File: src/rtl/datapath_pkg.sv
// Shared types for the register-file datapath: ALU opcodes and writeback mux select.
package datapath_pkg;

  typedef enum logic [1:0] {
    ALU_AND = 2'b00,
    ALU_OR  = 2'b01,
    ALU_SUB = 2'b10,
    ALU_ADD = 2'b11
  } alu_op_e;

  typedef enum logic {
    SEL_IMM = 1'b0,
    SEL_ALU = 1'b1
  } mux_sel_e;

endpackage

File: src/rtl/datapath_rf_if.sv
// Command and result handshake bundle between the sequencer (master) and
// the register-file datapath (slave).
interface datapath_rf_if #(
  parameter int WIDTH = 8,
  parameter int AW    = 2
);
  logic             cmd_valid;
  logic             cmd_ready;
  logic             cmd_sel;
  logic [1:0]       cmd_op;
  logic [AW-1:0]    cmd_rs;
  logic [AW-1:0]    cmd_rd;
  logic [WIDTH-1:0] cmd_imm;
  logic             out_valid;
  logic             out_ready;
  logic [WIDTH-1:0] out_data;
  logic             carry_out;
  logic             zero_out;

  modport master (
    output cmd_valid, cmd_sel, cmd_op, cmd_rs, cmd_rd, cmd_imm, out_ready,
    input  cmd_ready, out_valid, out_data, carry_out, zero_out
  );

  modport slave (
    input  cmd_valid, cmd_sel, cmd_op, cmd_rs, cmd_rd, cmd_imm, out_ready,
    output cmd_ready, out_valid, out_data, carry_out, zero_out
  );
endinterface

File: src/rtl/datapath_alu.sv
// Combinational WIDTH-bit ALU (AND/OR/SUB/ADD) with carry/borrow output.
// DATAPATH_SAT_EN: ADD clamps to all-ones on carry, SUB clamps to zero on borrow.
module datapath_alu
  import datapath_pkg::*;
#(
  parameter int WIDTH = 8
) (
  input  logic [WIDTH-1:0] a,
  input  logic [WIDTH-1:0] b,
  input  alu_op_e          op,
  output logic [WIDTH-1:0] y,
  output logic             carry
);

  logic [WIDTH:0] sum_s;
  logic [WIDTH:0] diff_s;

  // Extra top bit carries the ADD carry-out or the SUB borrow (a < b).
  assign sum_s  = {1'b0, a} + {1'b0, b};
  assign diff_s = {1'b0, a} - {1'b0, b};

  // Operation select, with optional saturation on ADD/SUB.
  always_comb begin
    y     = {WIDTH{1'b0}};
    carry = 1'b0;
    case (op)
      ALU_AND: begin
        y     = a & b;
        carry = 1'b0;
      end
      ALU_OR: begin
        y     = a | b;
        carry = 1'b0;
      end
      ALU_SUB: begin
        carry = diff_s[WIDTH];
`ifdef DATAPATH_SAT_EN
        if (diff_s[WIDTH]) y = {WIDTH{1'b0}};
        else               y = diff_s[WIDTH-1:0];
`else
        y = diff_s[WIDTH-1:0];
`endif
      end
      ALU_ADD: begin
        carry = sum_s[WIDTH];
`ifdef DATAPATH_SAT_EN
        if (sum_s[WIDTH]) y = {WIDTH{1'b1}};
        else              y = sum_s[WIDTH-1:0];
`else
        y = sum_s[WIDTH-1:0];
`endif
      end
      default: begin
        y     = {WIDTH{1'b0}};
        carry = 1'b0;
      end
    endcase
  end

endmodule

File: src/rtl/datapath_rf.sv
// DEPTH x WIDTH register-file datapath: execute stage + registered writeback/output
// stage with backpressure. Saturating arithmetic selectable via DATAPATH_SAT_EN.
module datapath_rf
  import datapath_pkg::*;
#(
  parameter  int WIDTH = 8,
  parameter  int DEPTH = 4,
  localparam int AW    = $clog2(DEPTH)
) (
  input  logic             clk,
  input  logic             rst,
  datapath_rf_if.slave     bus,
  input  logic [AW-1:0]    rf_raddr,
  output logic [WIDTH-1:0] rf_rdata
);

  logic             e_valid_r;
  mux_sel_e         e_sel_r;
  alu_op_e          e_op_r;
  logic [AW-1:0]    e_rs_r;
  logic [AW-1:0]    e_rd_r;
  logic [WIDTH-1:0] e_imm_r;

  logic [WIDTH-1:0] rf_r [DEPTH];

  logic             out_valid_r;
  logic [WIDTH-1:0] out_data_r;
  logic             carry_r;
  logic             zero_r;

  logic             advance_s;
  logic             cmd_ready_s;
  logic             accept_s;
  logic             wb_s;
  logic [WIDTH-1:0] alu_y_s;
  logic             alu_carry_s;
  logic [WIDTH-1:0] res_s;
  logic             res_carry_s;

  // Writeback and the next capture share an edge, so stage E always reads an up-to-date rf.
  assign advance_s   = !out_valid_r || bus.out_ready;
  assign cmd_ready_s = !e_valid_r || advance_s;
  assign accept_s    = bus.cmd_valid && cmd_ready_s;
  assign wb_s        = e_valid_r && advance_s;

  datapath_alu #(.WIDTH(WIDTH)) u_alu (
    .a     (rf_r[e_rs_r]),
    .b     (e_imm_r),
    .op    (e_op_r),
    .y     (alu_y_s),
    .carry (alu_carry_s)
  );

  // Writeback mux: immediate loads never report a carry.
  always_comb begin
    res_s       = e_imm_r;
    res_carry_s = 1'b0;
    if (e_sel_r == SEL_ALU) begin
      res_s       = alu_y_s;
      res_carry_s = alu_carry_s;
    end else begin
      res_s       = e_imm_r;
      res_carry_s = 1'b0;
    end
  end

  // Execute-stage command register.
  always_ff @(posedge clk or posedge rst) begin
    if (rst) begin
      e_valid_r <= 1'b0;
      e_sel_r   <= SEL_IMM;
      e_op_r    <= ALU_AND;
      e_rs_r    <= {AW{1'b0}};
      e_rd_r    <= {AW{1'b0}};
      e_imm_r   <= {WIDTH{1'b0}};
    end else if (accept_s) begin
      e_valid_r <= 1'b1;
      e_sel_r   <= mux_sel_e'(bus.cmd_sel);
      e_op_r    <= alu_op_e'(bus.cmd_op);
      e_rs_r    <= bus.cmd_rs;
      e_rd_r    <= bus.cmd_rd;
      e_imm_r   <= bus.cmd_imm;
    end else if (wb_s) begin
      e_valid_r <= 1'b0;
    end
  end

  // Register file write port.
  always_ff @(posedge clk or posedge rst) begin
    if (rst) begin
      for (int i = 0; i < DEPTH; i++) rf_r[i] <= {WIDTH{1'b0}};
    end else if (wb_s) begin
      rf_r[e_rd_r] <= res_s;
    end
  end

  // Output register; data and flags hold once the result has been taken.
  always_ff @(posedge clk or posedge rst) begin
    if (rst) begin
      out_valid_r <= 1'b0;
      out_data_r  <= {WIDTH{1'b0}};
      carry_r     <= 1'b0;
      zero_r      <= 1'b0;
    end else if (wb_s) begin
      out_valid_r <= 1'b1;
      out_data_r  <= res_s;
      carry_r     <= res_carry_s;
      zero_r      <= (res_s == {WIDTH{1'b0}});
    end else if (out_valid_r && bus.out_ready) begin
      out_valid_r <= 1'b0;
    end
  end

  assign bus.cmd_ready = cmd_ready_s;
  assign bus.out_valid = out_valid_r;
  assign bus.out_data  = out_data_r;
  assign bus.carry_out = carry_r;
  assign bus.zero_out  = zero_r;
  assign rf_rdata      = rf_r[rf_raddr];

endmodule

File: src/flat_wrapper.sv
// flat-port wrapper written by rule: the top's interface ports become plain ports
module datapath_rf_flat import datapath_pkg::*;
#(
  parameter  int WIDTH = 8,
  parameter  int DEPTH = 4,
  localparam int AW    = $clog2(DEPTH)
)
  (clk, rst, rf_raddr, rf_rdata, bus_cmd_valid, bus_cmd_sel, bus_cmd_op, bus_cmd_rs, bus_cmd_rd, bus_cmd_imm, bus_out_ready, bus_cmd_ready, bus_out_valid, bus_out_data, bus_carry_out, bus_zero_out);
  datapath_rf_if #(.WIDTH(WIDTH), .AW((2))) bus_i ();
  input  logic clk;
  input  logic rst;
  input  logic [AW-1:0] rf_raddr;
  output logic [WIDTH-1:0] rf_rdata;
  input wire logic [$bits(bus_i.cmd_valid)-1:0] bus_cmd_valid;
  input wire logic [$bits(bus_i.cmd_sel)-1:0] bus_cmd_sel;
  input wire logic [$bits(bus_i.cmd_op)-1:0] bus_cmd_op;
  input wire logic [$bits(bus_i.cmd_rs)-1:0] bus_cmd_rs;
  input wire logic [$bits(bus_i.cmd_rd)-1:0] bus_cmd_rd;
  input wire logic [$bits(bus_i.cmd_imm)-1:0] bus_cmd_imm;
  input wire logic [$bits(bus_i.out_ready)-1:0] bus_out_ready;
  output wire logic [$bits(bus_i.cmd_ready)-1:0] bus_cmd_ready;
  output wire logic [$bits(bus_i.out_valid)-1:0] bus_out_valid;
  output wire logic [$bits(bus_i.out_data)-1:0] bus_out_data;
  output wire logic [$bits(bus_i.carry_out)-1:0] bus_carry_out;
  output wire logic [$bits(bus_i.zero_out)-1:0] bus_zero_out;
  assign bus_i.cmd_valid = bus_cmd_valid;
  assign bus_i.cmd_sel = bus_cmd_sel;
  assign bus_i.cmd_op = bus_cmd_op;
  assign bus_i.cmd_rs = bus_cmd_rs;
  assign bus_i.cmd_rd = bus_cmd_rd;
  assign bus_i.cmd_imm = bus_cmd_imm;
  assign bus_i.out_ready = bus_out_ready;
  assign bus_cmd_ready = bus_i.cmd_ready;
  assign bus_out_valid = bus_i.out_valid;
  assign bus_out_data = bus_i.out_data;
  assign bus_carry_out = bus_i.carry_out;
  assign bus_zero_out = bus_i.zero_out;
  datapath_rf #(.WIDTH(WIDTH), .DEPTH(DEPTH)) u_core (.clk(clk), .rst(rst), .bus(bus_i), .rf_raddr(rf_raddr), .rf_rdata(rf_rdata));
endmodule
File: config.mk
export PLATFORM = sky130hd
export DESIGN_NAME = datapath_rf_flat
export DESIGN_NICKNAME = d
export VERILOG_FILES = /design/src/rtl/datapath_pkg.sv /design/src/rtl/datapath_rf_if.sv /design/src/rtl/datapath_alu.sv /design/src/rtl/datapath_rf.sv /design/src/flat_wrapper.sv
export SDC_FILE = /design/constraint.sdc
export NUM_CORES = 1
export LEC_CHECK = 0
export ABC_AREA = 1
export ABC_CLOCK_PERIOD_IN_PS = 3300
export CORE_UTILIZATION = 30
export DETAILED_ROUTE_END_ITERATION = 8
export PLACE_DENSITY = 0.48
export REMOVE_ABC_BUFFERS = 1
export SYNTH_ARGS = -nofsm -noshare
export SYNTH_HDL_FRONTEND = slang
export SYNTH_SLANG_ARGS = --single-unit
File: constraint.sdc
create_clock -name clk -period 3.3 [get_ports clk]
set_input_delay 0.99 -clock clk [delete_from_list [all_inputs] [get_ports clk]]
set_output_delay 0.99 -clock clk [all_outputs]
set_load 0.01 [all_outputs]
==> impl_metrics.csv <==
group,metric,value,unit
outcome,status,"finished clean",
critical_path,critical_path_class,"input port to primary output",
yosys,synth_top_cell_area_share,0.374,
yosys,synth_top_area_cell,"dfrtp_1",
yosys,synth.yosys.seq_area_share,0.374,
yosys,synthFlopType,"dfrtp_1",
global_route,antenna_found_initial,0,
critical_path,required,2.31,ns
critical_path,reg2reg_depth,16,
pwr,p_leak,2.39,nW
global_route,grt-ovfl-total,0,
timing,setup_violations,0,
yosys,synth.most_common_cell,"nand2_1",
critical_path,endpoint_kind,"primary output",
yosys,netlist_top_cells_count,"111 x nand2_1, 89 x nor2_1, 64 x inv_1",
drt,wl,11100,um
global_route,grt_pass1_wl,18500,um
cells_and_area,num_antenna_cells,0,
critical_path,crit_path_start_kind,"input port",
clock_network,cts_tree,"done",
yosys,ys_warn_count,0,
critical_path,crit_slowest_cell,"clkdlybuf4s50_1",
job,drv_cap,0,
worst_hold_path,hp-class,"flop to flop",
placement,io_buffers,40,
cells_and_area,multiInputGateArea,2110,um^2
cells_and_area,layout.nets,646,
clock_network,clockRootBuffer,"clkbuf_16",
critical_path,crit_path_max_incr_delay,0.54,ns
clock_network,cts_sinks,59,
drt,routedWlPerCell,14.3,um
pwr,peakVddDrop,389,uV
cells_and_area,final_util,0.391,
drt,dr_total_vias,3739,
floorplanning,die_h,117,um
timing,report.final.hold_viol_count,0,
cells_and_area,area_growth,26.2,%
cells_and_area,drive_gt1_frac,0.105,
critical_path,crit_chain,"clkdlybuf4s50_1 > inv_2 > buf_4 > o21ai_0 > o22ai_1 > dlygate4sd2_1",
cells_and_area,regArea,1480,um^2
timing,fin_crit,3.20,ns
timing,relSlewSlack,0.472,
critical_path,reg2reg_slack,0.40,ns
timing,slew_viol_final,0,
critical_path,worstReg2RegEnd,"u_core.bus.zero_out",
critical_path,cp.arrival,2.21,ns
timing,finClkSkew,0.00859,ns
timing,fin_crit_sh,0.969,
floorplanning,core,12700,um^2
timing,fin_setup_tns,0,ns
floorplanning,rows,41,
clock_network,htree_num_levels,3,
yosys,synth-seq-cells,59,
drt,via_per_inst,4.84,
critical_path,reg2reg_from,"u_core.e_rs_r[0]",
worst_hold_path,hold_start,"u_core.bus.out_data[3]",
yosys,synth_edf_count,0,
drt,drtIter0Drc,331,
yosys,avgSynthCellArea,7.33,um^2
timing,rsz0062_at_grt,"no",
yosys,netlist_instances,538,
drt,drc,0,
drt,firstDrtPassIters,5,
placement,place_congestion,0.866,
clock_network,clock_path_buffers,2,
yosys,synthArstFlopShare,1.00,
clock_network,path_clk_slew,0.05,ns
floorplanning,dieArea,13600,um^2
worst_hold_path,hold_end,"u_core.bus.out_data[3]",
floorplanning,die_w,117,um
timing,worst_slew_pin_slew,0.792,ns
placement,hpwl,8280,um
yosys,ys_top_cells_by_area,"dfrtp_1 37%, nand2_1 11%, ha_1 8.6%",
floorplanning,io_pins,41,
floorplanning,initial_core_util,0.310,
critical_path,cp_max_fo,5,
worst_hold_path,hold_path_depth,2,
yosys,syn-cell-area,3950,um^2
cells_and_area,nFillCells,1398,
timing,fmax,0.313,GHz
drt,ant_nets,0,
yosys,ys_types,33,
global_route,grt_use_total,0.182,
clock_network,cts_buffers,9,
pwr,power_per_cell_area,818,nW/um^2
global_route,first_global_vias,3589,
clock_network,insertion_delay,0.33,ns
global_route,grt_max_degree,60,
worst max path at each step:
stage                startpoint             endpoint  slack (ns)  depth (start not counted)
2_1_floorplan  u_core.e_rs_r[0]  u_core.bus.zero_out        0.57                         16
3_3_place_gp        rf_raddr[0]          rf_rdata[6]       -0.35                          6
3_5_place_dp        rf_raddr[0]          rf_rdata[6]       -0.30                          6
4_1_cts             rf_raddr[1]          rf_rdata[6]       -0.02                          5
5_1_grt             rf_raddr[1]          rf_rdata[4]        0.01                          6
6_report            rf_raddr[1]          rf_rdata[1]        0.10                          6
registers in the layout, summed over array words and instances, names as in the netlist, 2 cells and up:
| name | cells |
|---|---|
| u_core.rf_r | 32 |
| u_core.bus.out_data | 8 |
| u_core.e_imm_r | 8 |
| u_core.e_op_r | 2 |
| u_core.e_rd_r | 2 |
| u_core.e_rs_r | 2 |
repair_timing:
item                                   in CTS  in global routing
endpoints found under the hold margin       0                  0
hold buffers                                0                  0
setup buffers                               0                  0
setup endpoints to repair                   8                  5
gates resized for setup                     9                  6
through the flow:
stage / hold WS (ns) / cells / total power [mW] / area (um^2) / setup WS (ns)
detailed placement: 0.466 / 757 / 3.22 / 4710 / -0.304
global placement: 0.473 / 757 / 3.20 / 4710 / -0.348
global route: 0.523 / 773 / 4.44 / 4980 / 0.0104
finish: 0.484 / 773 / 4.07 / 4980 / 0.101
CTS: 0.489 / 773 / 4.10 / 4970 / -0.0169
floorplan: 0.487 / 519 / 2.50 / 3850 / 0.566
worst max-delay path: cells and delay by family:
kind | cells | cell delay [ns]
buffers and inverters | 4 | 1.06
AO/OA/AOI/OAI | 2 | 0.16
cells by family after synthesis:
family,after synthesis,share of synthesized area
simple gates,247,0.266
compound gates,109,0.160
buf+inv,90,0.0929
flops,59,0.374
fa+ha+maj,29,0.0958
mux,4,0.0108
cell usage in the layout (no fill, tap or decap), types with 3 or more instances in the layout:
| cell | instances |
|---|---|
| nand3_1 | 33 |
| o21ai_0 | 30 |
| inv_2 | 5 |
| buf_4 | 22 |
| nor3_2 | 4 |
| clkinv_2 | 3 |
| o22ai_1 | 8 |
| a31oi_1 | 15 |
| buf_12 | 4 |
| clkbuf_16 | 9 |
| nor2_1 | 89 |
| o21a_1 | 5 |
| a21oi_1 | 39 |
| nand2_1 | 111 |
| dlygate4sd2_1 | 6 |
| inv_1 | 62 |
| a32oi_1 | 7 |
| clkbuf_1 | 3 |
| clkdlybuf4s50_1 | 31 |
| ha_1 | 27 |
| nor2_2 | 3 |
| dfrtp_1 | 59 |
final cells by class:
| class | count | share of cell area |
|---|---|---|
| Timing Repair Buffer | 66 | 0.127 |
| Inverter | 71 | 0.0543 |
| Clock inverter | 2 | 0.00201 |
| Multi-Input combinational cell | 389 | 0.424 |
| Clock buffer | 14 | 0.0530 |
| Tap cell | 172 | 0.0432 |
| Sequential cell | 59 | 0.297 |
routing by layer:
layer | global-route usage | vias up | routed length, um
li1 | - | 1872 | -
met1 | 0.246 | 1762 | 5350
met2 | 0.284 | 94 | 5090
met3 | 0.0410 | 11 | 503
met4 | 0.0641 | 0 | 142
met5 | 0 | - | 0
power breakdown:
| part | internal [mW] | switching [mW] | total, mW |
|---|---|---|---|
| Sequential | 1.00 | 0.245 | 1.25 |
| Combinational | 0.806 | 1.14 | 1.95 |
| Clock | 0.547 | 0.335 | 0.882 |
Note: power is estimated with default switching activity, not from simulation.
